$ cat src/rtl/decode_pkg.sv
// Shared types for the RV64I decode stage: ALU ops, instruction formats, memory
// access kinds and the decoded record handed to execute.
package decode_pkg;

  // Record fields are sized for the widest datapath; narrower builds zero-extend pc/target.
  localparam int MAX_W = 64;

  localparam logic [6:0] OPC_LUI       = 7'b0110111;
  localparam logic [6:0] OPC_AUIPC     = 7'b0010111;
  localparam logic [6:0] OPC_JAL       = 7'b1101111;
  localparam logic [6:0] OPC_JALR      = 7'b1100111;
  localparam logic [6:0] OPC_BRANCH    = 7'b1100011;
  localparam logic [6:0] OPC_LOAD      = 7'b0000011;
  localparam logic [6:0] OPC_STORE     = 7'b0100011;
  localparam logic [6:0] OPC_OP_IMM    = 7'b0010011;
  localparam logic [6:0] OPC_OP_IMM_32 = 7'b0011011;
  localparam logic [6:0] OPC_OP        = 7'b0110011;
  localparam logic [6:0] OPC_OP_32     = 7'b0111011;

  typedef enum logic [4:0] {
    ALU_ADD, ALU_SUB, ALU_SLL, ALU_SLT, ALU_SLTU, ALU_XOR, ALU_SRL, ALU_SRA,
    ALU_OR, ALU_AND,
    ALU_BEQ, ALU_BNE, ALU_BLT, ALU_BGE, ALU_BLTU, ALU_BGEU,
    ALU_MUL, ALU_MULH, ALU_MULHSU, ALU_MULHU, ALU_DIV, ALU_DIVU, ALU_REM, ALU_REMU
  } alu_op_e;

  typedef enum logic [2:0] {TYPE_R, TYPE_I, TYPE_S, TYPE_SB, TYPE_U, TYPE_UJ} instr_type_e;

  typedef enum logic [1:0] {MEM_NONE, MEM_LOAD, MEM_STORE} mem_access_e;

  typedef enum logic [2:0] {SIZE_B, SIZE_H, SIZE_W, SIZE_D, SIZE_BU, SIZE_HU, SIZE_WU} mem_size_e;

  typedef struct packed {
    logic [4:0]       rd;
    logic [4:0]       rs1;
    logic [4:0]       rs2;
    logic [MAX_W-1:0] imm;
    alu_op_e          alu_op;
    instr_type_e      instr_type;
    logic             reg_write;
    mem_access_e      mem_access;
    mem_size_e        mem_size;
    logic             word_op;
    logic             illegal;
    logic [MAX_W-1:0] pc;
    logic [MAX_W-1:0] target;
  } decoded_t;

endpackage

$ cat src/rtl/decode_core.sv
// Purely combinational RV64I field decode. Define DECODE_RV64M_EN to accept the
// M-extension encodings (func7=0000001) on OP/OP-32; otherwise they decode as illegal.
module decode_core
  import decode_pkg::*;
#(
  parameter int XLEN = 64
) (
  input  logic [31:0] instr,
  output decoded_t    dec,
  output logic        has_target
);

  localparam bit IS_64 = (XLEN == 64);

  logic [6:0]       opcode;
  logic [6:0]       funct7;
  logic [2:0]       funct3;
  logic [MAX_W-1:0] imm_i, imm_s, imm_b, imm_u, imm_j, shamt, shamt_w;
  logic             shift_lo, shift_ar;
  logic             ok;
  decoded_t         d;

  assign opcode  = instr[6:0];
  assign funct3  = instr[14:12];
  assign funct7  = instr[31:25];
  assign imm_i   = {{(MAX_W-12){instr[31]}}, instr[31:20]};
  assign imm_s   = {{(MAX_W-12){instr[31]}}, instr[31:25], instr[11:7]};
  assign imm_b   = {{(MAX_W-13){instr[31]}}, instr[31], instr[7], instr[30:25], instr[11:8], 1'b0};
  assign imm_u   = {{(MAX_W-32){instr[31]}}, instr[31:12], 12'h000};
  assign imm_j   = {{(MAX_W-21){instr[31]}}, instr[31], instr[19:12], instr[20], instr[30:21], 1'b0};
  assign shamt_w = {{(MAX_W-5){1'b0}}, instr[24:20]};
  assign shamt   = IS_64 ? {{(MAX_W-6){1'b0}}, instr[25:20]} : shamt_w;
  // On RV64 the shift-immediate shamt borrows bit 25, so only bits 31:26 qualify the op.
  assign shift_lo = IS_64 ? (instr[31:26] == 6'b000000) : (funct7 == 7'b0000000);
  assign shift_ar = IS_64 ? (instr[31:26] == 6'b010000) : (funct7 == 7'b0100000);

  always_comb begin
    // NOTE: every output gets a default first so no path through the case infers a latch.
    d          = '0;
    ok         = 1'b1;
    has_target = 1'b0;
    case (opcode)
      OPC_LUI, OPC_AUIPC: begin
        d.instr_type = TYPE_U;
        d.imm        = imm_u;
        d.reg_write  = 1'b1;
        has_target   = (opcode == OPC_AUIPC);
      end
      OPC_JAL: begin
        d.instr_type = TYPE_UJ;
        d.imm        = imm_j;
        d.reg_write  = 1'b1;
        has_target   = 1'b1;
      end
      OPC_JALR: begin
        d.instr_type = TYPE_I;
        d.imm        = imm_i;
        d.reg_write  = 1'b1;
        ok           = (funct3 == 3'b000);
      end
      OPC_BRANCH: begin
        d.instr_type = TYPE_SB;
        d.imm        = imm_b;
        has_target   = 1'b1;
        case (funct3)
          3'b000:  d.alu_op = ALU_BEQ;
          3'b001:  d.alu_op = ALU_BNE;
          3'b100:  d.alu_op = ALU_BLT;
          3'b101:  d.alu_op = ALU_BGE;
          3'b110:  d.alu_op = ALU_BLTU;
          3'b111:  d.alu_op = ALU_BGEU;
          default: ok = 1'b0;
        endcase
      end
      OPC_LOAD: begin
        d.instr_type = TYPE_I;
        d.imm        = imm_i;
        d.reg_write  = 1'b1;
        d.mem_access = MEM_LOAD;
        case (funct3)
          3'b000:  d.mem_size = SIZE_B;
          3'b001:  d.mem_size = SIZE_H;
          3'b010:  d.mem_size = SIZE_W;
          3'b011:  begin d.mem_size = SIZE_D;  ok = IS_64; end
          3'b100:  d.mem_size = SIZE_BU;
          3'b101:  d.mem_size = SIZE_HU;
          3'b110:  begin d.mem_size = SIZE_WU; ok = IS_64; end
          default: ok = 1'b0;
        endcase
      end
      OPC_STORE: begin
        d.instr_type = TYPE_S;
        d.imm        = imm_s;
        d.mem_access = MEM_STORE;
        case (funct3)
          3'b000:  d.mem_size = SIZE_B;
          3'b001:  d.mem_size = SIZE_H;
          3'b010:  d.mem_size = SIZE_W;
          3'b011:  begin d.mem_size = SIZE_D; ok = IS_64; end
          default: ok = 1'b0;
        endcase
      end
      OPC_OP_IMM: begin
        d.instr_type = TYPE_I;
        d.imm        = imm_i;
        d.reg_write  = 1'b1;
        case (funct3)
          3'b000: d.alu_op = ALU_ADD;
          3'b010: d.alu_op = ALU_SLT;
          3'b011: d.alu_op = ALU_SLTU;
          3'b100: d.alu_op = ALU_XOR;
          3'b110: d.alu_op = ALU_OR;
          3'b111: d.alu_op = ALU_AND;
          3'b001: begin d.alu_op = ALU_SLL; d.imm = shamt; ok = shift_lo; end
          default: begin
            d.alu_op = shift_ar ? ALU_SRA : ALU_SRL;
            d.imm    = shamt;
            ok       = shift_lo || shift_ar;
          end
        endcase
      end
      OPC_OP_IMM_32: begin
        d.instr_type = TYPE_I;
        d.imm        = imm_i;
        d.reg_write  = 1'b1;
        d.word_op    = 1'b1;
        case (funct3)
          3'b000:  d.alu_op = ALU_ADD;
          3'b001:  begin d.alu_op = ALU_SLL; d.imm = shamt_w; ok = (funct7 == 7'b0000000); end
          3'b101: begin
            d.alu_op = (funct7 == 7'b0100000) ? ALU_SRA : ALU_SRL;
            d.imm    = shamt_w;
            ok       = (funct7 == 7'b0000000) || (funct7 == 7'b0100000);
          end
          default: ok = 1'b0;
        endcase
        if (!IS_64) ok = 1'b0;
      end
      OPC_OP, OPC_OP_32: begin
        d.instr_type = TYPE_R;
        d.reg_write  = 1'b1;
        d.word_op    = (opcode == OPC_OP_32);
        case (funct7)
          7'b0000000: begin
            case (funct3)
              3'b000:  d.alu_op = ALU_ADD;
              3'b001:  d.alu_op = ALU_SLL;
              3'b010:  d.alu_op = ALU_SLT;
              3'b011:  d.alu_op = ALU_SLTU;
              3'b100:  d.alu_op = ALU_XOR;
              3'b101:  d.alu_op = ALU_SRL;
              3'b110:  d.alu_op = ALU_OR;
              default: d.alu_op = ALU_AND;
            endcase
            if (d.word_op && !(funct3 inside {3'b000, 3'b001, 3'b101})) ok = 1'b0;
          end
          7'b0100000: begin
            if (funct3 == 3'b000)      d.alu_op = ALU_SUB;
            else if (funct3 == 3'b101) d.alu_op = ALU_SRA;
            else                       ok = 1'b0;
          end
`ifdef DECODE_RV64M_EN
          7'b0000001: begin
            // funct3 order matches the MUL..REMU enum order.
            d.alu_op = alu_op_e'(5'(ALU_MUL) + 5'(funct3));
            if (d.word_op && (funct3 inside {3'b001, 3'b010, 3'b011})) ok = 1'b0;
          end
`endif
          default: ok = 1'b0;
        endcase
        if (d.word_op && !IS_64) ok = 1'b0;
      end
      default: ok = 1'b0;
    endcase

    if (!ok) begin
      d          = '0;
      d.illegal  = 1'b1;
      has_target = 1'b0;
    end
    d.rd  = instr[11:7];
    d.rs1 = instr[19:15];
    d.rs2 = instr[24:20];
    if (d.rd == 5'd0) d.reg_write = 1'b0;
    dec = d;
  end

endmodule

$ cat src/rtl/decode_stage.sv
// Decode pipeline stage: decode_core plus target adder feeding a 2-entry skid
// buffer. Optional M-extension decode is enabled with DECODE_RV64M_EN.
module decode_stage
  import decode_pkg::*;
#(
  parameter int XLEN = 64,
  parameter int PC_W = XLEN
) (
  input  logic            clk,
  input  logic            reset,
  input  logic            in_valid,
  output logic            in_ready,
  input  logic [31:0]     in_instr,
  input  logic [PC_W-1:0] in_pc,
  input  logic            flush,
  output logic            out_valid,
  input  logic            out_ready,
  output decoded_t        out_dec
);

  typedef enum logic [1:0] {EMPTY, ONE, TWO} state_e;

  localparam logic [MAX_W-1:0] PC_MASK =
    (PC_W >= MAX_W) ? {MAX_W{1'b1}} : ((MAX_W'(1) << PC_W) - MAX_W'(1));

  state_e           state, state_n;
  decoded_t         core_dec, in_rec, main_q, skid_q;
  logic             has_target;
  logic [MAX_W-1:0] pc_ext;
  logic             in_fire, out_fire;
  logic             load_main, main_from_skid, load_skid;

  decode_core #(.XLEN(XLEN)) u_core (
    .instr      (in_instr),
    .dec        (core_dec),
    .has_target (has_target)
  );

  assign pc_ext = MAX_W'(in_pc);

  always_comb begin
    in_rec        = core_dec;
    in_rec.pc     = pc_ext;
    in_rec.target = has_target ? ((pc_ext + core_dec.imm) & PC_MASK) : '0;
  end

  assign in_ready  = (state != TWO);
  assign out_valid = (state != EMPTY);
  assign out_dec   = main_q;
  assign in_fire   = in_valid && in_ready;
  assign out_fire  = out_valid && out_ready;

  always_comb begin
    state_n        = state;
    load_main      = 1'b0;
    main_from_skid = 1'b0;
    load_skid      = 1'b0;
    if (flush) begin
      state_n = EMPTY;
    end else begin
      case (state)
        EMPTY: if (in_fire) begin state_n = ONE; load_main = 1'b1; end
        ONE: begin
          if (in_fire && out_fire)  load_main = 1'b1;
          else if (in_fire)         begin state_n = TWO; load_skid = 1'b1; end
          else if (out_fire)        state_n = EMPTY;
        end
        TWO: if (out_fire) begin state_n = ONE; main_from_skid = 1'b1; end
        default: state_n = EMPTY;
      endcase
    end
  end

  always_ff @(posedge clk) begin
    // NOTE: the record registers are reset too, so out_dec reads all-zero straight after reset.
    if (reset) begin
      state  <= EMPTY;
      main_q <= '0;
      skid_q <= '0;
    end else begin
      // NOTE: non-blocking so main_q picks up the pre-edge skid_q when draining.
      state <= state_n;
      if (load_main)           main_q <= in_rec;
      else if (main_from_skid) main_q <= skid_q;
      if (load_skid)           skid_q <= in_rec;
    end
  end

endmodule
$ cat config.mk
export PLATFORM = sky130hd
export DESIGN_NAME = decode_stage
export DESIGN_NICKNAME = d
export VERILOG_FILES = /design/src/rtl/decode_pkg.sv /design/src/rtl/decode_core.sv /design/src/rtl/decode_stage.sv
export SDC_FILE = /design/constraint.sdc
export NUM_CORES = 1
export LEC_CHECK = 0
export CORE_UTILIZATION = 25
export CTS_CLUSTER_SIZE = 12
export DETAILED_ROUTE_END_ITERATION = 7
export SLEW_MARGIN = 30
export SYNTH_ARGS = -nofsm -noshare
export SYNTH_HDL_FRONTEND = slang
export SYNTH_SLANG_ARGS = --single-unit
$ cat constraint.sdc
create_clock -name clk -period 7.7 [get_ports clk]
set_input_delay 1.925 -clock clk [delete_from_list [all_inputs] [get_ports clk]]
set_output_delay 1.925 -clock clk [all_outputs]
set_load 0.03 [all_outputs]
## Yosys cells after proc, flatten, opt, wreduce, memory -nomap -nowiden

Cells that the tools add are included.

- Reduce and logical (&&, ||, !) cells: 29
- Add/sub/neg operators: 1
- Muxes and demuxes: 52
- Equal/unequal tests: 27

Operator list:

| operator | number |
|---|---|
| one-hot mux 64 bit (7 select lines) | 1 |
| 2-to-1 mux 223 bit | 2 |
| 2-to-1 mux 208 bit | 1 |
| 2-to-1 mux 64 bit | 3 |
| adder 64 bit | 1 |
| == test 7 x 6 -> 1 bit (second input constant) | 5 |
| one-hot mux 5 bit (7 select lines) | 1 |
| one-hot mux 5 bit (2 select lines) | 3 |
| one-hot mux 4 bit (7 select lines) | 1 |
| one-hot mux 4 bit (6 select lines) | 1 |
| == test 7 x 5 -> 1 bit (second input constant) | 3 |
| == test 7 bit (second input constant) | 3 |
| 2-to-1 mux 1 bit | 20 |
| one-hot mux 5 bit (4 select lines) | 1 |
| one-hot mux 3 bit (6 select lines) | 1 |
| one-hot mux 3 bit (5 select lines) | 1 |
| == test 3 bit (second input constant) | 4 |
| one-hot mux 2 bit (3 select lines) | 2 |
| OR reduction 2 bit | 6 |
| OR reduction 6 bit | 2 |
| 2-to-1 mux 2 bit | 5 |
| one-hot mux 1 bit (2 select lines) | 5 |
| OR reduction 9 bit | 1 |
| != test 2 bit (second input constant) | 4 |
| other kinds (24) | 32 |

- Register bits after elaboration: 448
- Input bits: 101

## Longest topological paths before layout

Gate-level depths: netlist of run 1.

- Word-level depth: 11
- Depth in mapped cells: 26
- Mapped depth without buffers: 23

## By module

A second synthesis of run 1 with hierarchy kept.

- Cells, all modules: 2904
- Area total of the unflattened synthesis: 22664.2 um2

By module, submodules not included:

| module | times used | area an instance (um2) | seq. area each (um2) | cells an instance |
|---|---|---|---|---|
| decode_stage | 1 | 20159.3 | 8968.6 | 2539 |
| decode_core | 1 | 2504.9 | 0.0 | 365 |

## Worst setup path before layout of run 1

OpenSTA, ideal clock, no wires.

- Path type: input to register
- Start: in in_instr[14]
- End: reg main_q (netlist bit out_dec[56])
- Required time: 7.584 ns
- Setup slack: 1.165 ns
- Stages on the path: 26
- Arrival: 6.419 ns
- Library setup time: 0.116 ns
- Path through: clkbuf_1 inv_1 ha_1 clkbuf_1 nor3_1 a21oi_1 a221oi_1 o311a_1 and3_1 clkbuf_1 nor2_1 a21oi_1 inv_1 ha_1 inv_1 fa_1 nand2b_1 a21oi_1 o21ai_0 a211oi_2 a21o_1 a21boi_1 o221a_2 o21ai_1 or3_1 a31o_2

RTL lines:

| element | RTL line | text |
|---|---|---|
| start: declaration | decode_stage.sv:13 | `input logic [31:0] in_instr,` |
| end signal: assignment | decode_stage.sv:83 | `if (load_main) main_q <= in_rec;` |
| end signal: assignment | decode_stage.sv:84 | `else if (main_from_skid) main_q <= skid_q;` |
| end: declaration | decode_stage.sv:27 | `decoded_t core_dec, in_rec, main_q, skid_q;` |

==> results.md, run 1 <==
- The run finished with clean final reports.
- For the worst setup path, the data required time is 8.20 ns.
- The sequential share of the synthesized area is 38.9%.
- The mapped netlist covers 19,700 um^2.
- After synthesis, the share of cell area in mux cells is 1.23%.
- Clock skew on the completed layout was measured at 0.0274 ns.
- The clock drives 382 sinks.
- The kind of critical path is in -> reg.
- The number of nets handed over by synthesis was 2,725.
- Of all flip-flops after synthesis, the portion carrying an async set or reset was 0%.
- The highest clock frequency the design can meet is 143 MHz.
- The final route contains 19,300 vias.
- The number of endpoints with negative hold slack in the final report was 0.
- The largest fanout of any net on the critical path is 7.
- The minimum period implied by the final worst setup slack is 6.98 ns.
- At the end of routability-driven placement, the weighted congestion stood at 0.931.
- The dominant combinational cell family by area after synthesis is compound AO/OA/AOI/OAI gates.
- The net switching power is 1.32 mW.
- The synthesized netlist devotes 4.43% of its cell area to adder and majority cells.
- The hold buffer count at CTS is 0.
- The standard cell core area is 77,600 um^2.
- The tool flagged a number of max-cap violations equal to 0.
- Counting every instance in the synthesized netlist gives 2,555.
- The number of cells traversed by the worst hold path is 2.
- The worst setup path is captured at a register.
- The cell at the root of the clock tree is sky130_fd_sc_hd__clkbuf_16.
- The final antenna-violating net count is 0.
- The leftover overflow at the end of global routing is 0.
- Leaving out fill and tap cells, the most frequent cell in the layout is sky130_fd_sc_hd__nand2_1.
- Across every metal layer, demand over resource in global routing totals 18.2%.
- In this run, CTS created clock tree buffers numbering 44.
- Pin placement for this block handled 326 I/O pins.
- The count of unique library cells instantiated by Yosys is 84.
- The total count of max-transition violations in the final report is 0.
- Summed over all nets, the half-perimeter wirelength after detailed placement is 54,100 um.
- The final layout net count is 2,940.
- The number of setup buffers added after CTS is 0.
- For this design the static power due to leakage is 9.06 nW.
- The logic gate share of total power is 12.8%.
- The critical path startpoint is in_instr[26].
- In the finished design, the share of the clock period the worst path needs comes to 90.6%.
- The setup check on the worst reg-to-reg path leaves a slack of 4.91 ns.
- The clock-pin slew on the worst setup and hold paths is 0.06 ns.
- Using the TritonRoute via totals, the vias-per-cell ratio works out to 5.03.
- Cells with a size suffix above 1 make up 6.92% of the layout.
- The peak supply drop is 0.151 mV.
- The clock tree buffer depth is 3.
- The end of the worst register-to-register path is out_dec[85].
- Yosys printed 0 warnings.
- Following the worst setup path forward leads to its endpoint at skid_q[59].
- The cell row count is 102.
- After routing the design area is 25,400 um^2.
- The kind of path behind the tightest hold check is reg -> reg.
- The top cell types in the final layout, fill and taps aside, are 609 x sky130_fd_sc_hd__nand2_1, 381 x sky130_fd_sc_hd__dfxtp_1, 371 x sky130_fd_sc_hd__a21oi_1.
- A synthesized cell averages 7.69 um^2.
- From left edge to right edge, the die measures 282 um.
- For this design the ratio of total power to cell area is 190 nW/um^2.
- Setup repair after global routing left no endpoint under its margin.
- The area share of xor/xnor cells in the synthesized design is 2.58%.
- In the final routed layout, each cell accounts on average for 19.7 um.
- The routed wire length is 75,700 um.
- The switching portion of total power is 27.4%.
- The maximum number of pins on one net before global-route repair is 202.
- STA classifies the critical path startpoint as an input port.
- In the final timing run, aggregate negative setup slack is 0 ns.
- Sequential cells account for 42.5% of the total power.
- The first-pass GRT wire length is 112,000 um.
- In this run the most critical hold path is launched from out_dec[86].
- The die area is 79,700 um^2.
- The number of synthesized flops with an enable pin is 0.
- The layout filler cell count is 8,324.
- The via count of the first global-routing pass is 17,700.
- Setup violations remaining at the end of the flow were counted as 0.
- The startpoint of the lowest-slack register-to-register path is state[0].
- The first routing iteration left 1,661 violations.
- In the routed design, unresolved DRC markers number 0.
- The number of gates resized after CTS is 0.
- At the later pin of the worst-skew pair, clock insertion delay measures 0.59 ns.
- The transition time of the tightest slew-check pin is 0.937 ns.
- The depth of the worst register-to-register path is 7.
- The number of antenna violations at the first check in global routing is 10.
- Of the total power, the clock network draws 44.6%.
- The internal power of the cells is 3.51 mW.
- The vertical extent of the die is 282 um.
- Summing the areas of all compound-gate instances in the mapped netlist gives 26.0% of the synthesized area.
- The number of optimization iterations in the first detailed-route pass is 7.
- The instance area at placement is 23,900 um^2.
- For this run, the leading register cell type out of synthesis is sky130_fd_sc_hd__dfxtp_1.
- The post-synthesis share of cell area spent on and, or, nand and nor gates is 21.0%.
- The area growth from synthesis to final layout is 29.1%.
- During placement, the flow inserted port buffers numbering 324.
- Headroom to the max-slew limit came out at 37.5%.
- TritonCTS built the clock tree.
- Data arrives at the worst endpoint at 7.48 ns.
- The initial cell density of the core is 25.3%.
- The depth of the CTS H-tree is 2.
- The synthesized design contains 382 register bits.
-- Yosys cell counts, drive strengths merged, types with 17 or more instances --
master  count  area [um^2]
a21oi     380         1940
mux2i      23          230
nand4      27          169
inv        27          101
xor2       24          210
clkbuf    176          661
buf        59          377
a22o       17          149
a211oi     25          193
xnor2      34          298
dfxtp     382         7650
a21o       42          315
nand2     611         2290
a22oi      89          668
o21ai      62          318
nor2      142          536
o21bai     17          128
nand3      46          235
ha         68          851
and3       26          163
a311oi     62          543
-- power by group through the flow --
| stage | Sequential [mW] | Combinational (mW) | Clock, mW |
|---|---|---|---|
| 2_1_floorplan | 2.18 | 0.258 | 0 |
| 3_3_place_gp | 2.10 | 0.626 | 0 |
| 3_5_place_dp | 2.10 | 0.623 | 0 |
| 4_1_cts | 2.05 | 0.626 | 2.20 |
| 5_1_grt | 2.06 | 0.663 | 2.28 |
| 6_report | 2.06 | 0.621 | 2.16 |
-- critical path, stage by stage --
cell and delay, ns:
sky130_fd_sc_hd__clkdlybuf4s50_1 0.53, sky130_fd_sc_hd__or4_4 0.61, sky130_fd_sc_hd__nor3_4 0.19, sky130_fd_sc_hd__nand2_1 0.15, sky130_fd_sc_hd__o311a_1 0.38, sky130_fd_sc_hd__and3_1 0.26
sky130_fd_sc_hd__nor2_1 0.29, sky130_fd_sc_hd__ha_1 0.34, sky130_fd_sc_hd__and2_1 0.19, sky130_fd_sc_hd__a221oi_1 0.52, sky130_fd_sc_hd__a21oi_1 0.23, sky130_fd_sc_hd__o21ai_1 0.47
sky130_fd_sc_hd__o31ai_1 0.20, sky130_fd_sc_hd__nor2_1 0.27, sky130_fd_sc_hd__a21oi_1 0.16, sky130_fd_sc_hd__or3b_1 0.41, sky130_fd_sc_hd__xor2_1 0.17, sky130_fd_sc_hd__a22o_1 0.21
-- how the worst min path moves through the flow --
stage	slack, ns	end
after detailed placement	0.44	skid_q[17]
after floorplan	0.42	skid_q[32]
after CTS	0.45	skid_q[17]
final	0.45	out_dec[86]
after global placement	0.44	skid_q[54]
after global routing	0.46	skid_q[100]
-- stage by stage --
step,setup slack [ns],std cells,utilization [%],hold WS (ns),total power [mW]
6_report,0.724,3845,32.7,0.450,4.83
5_1_grt,0.471,3843,32.7,0.465,5.01
4_1_cts,0.817,3841,32.6,0.454,4.88
3_5_place_dp,0.197,3762,30.7,0.444,2.72
3_3_place_gp,0.154,3762,30.7,0.437,2.72
2_1_floorplan,1.17,2555,-,0.424,2.43
-- cell type report --
cell class                 count  area [um^2]  share of cell area, %
antenna                        2         5.00                 0.0197
clock buffer                  62         1230                   4.84
clock inverter                17          228                  0.898
inverter                      28          105                  0.414
multi-input combinational   1910        10900                   43.1
sequential                   382         7650                   30.1
tap                         1040         1300                   5.13
timing repair buffer         404         3930                   15.5
-- flip-flops by register name, summed over array words and instances, names as in the netlist --
| signal | cells |
|---|---|
| out_dec | 190 |
| skid_q | 190 |
| state | 2 |
-- cells by family (layout without fill, tap and decap cells) --
kind of cell,count (synthesis),count (layout)
and+or+nand+nor,959,959
AOI/OAI and AO/OA,799,799
DFF,382,382
buffers and inverters,263,511
adders and majority gates,69,69
xor gates and xnor gates,58,58
muxes,24,24
other,1,3
-- per-layer routing --
metal	up-vias	GRT usage (%)	routed length [um]
li1	9409	-	-
met4	18	5.11	1920
met5	-	0	106
met1	9242	23.2	32400
met2	538	30.6	36100
met3	119	4.19	5170
(Power assumes the default switching activity.)
==> run 2, diff against run 1 <==
--- a/config.mk
+++ b/config.mk
@@ -12,3 +12,4 @@
 export SYNTH_ARGS = -nofsm -noshare
 export SYNTH_HDL_FRONTEND = slang
 export SYNTH_SLANG_ARGS = --single-unit
+export TNS_END_PERCENT = 20
==> results of run 2 <==
Same layout as run 1: the final DEF is identical, and so are final timing and power.
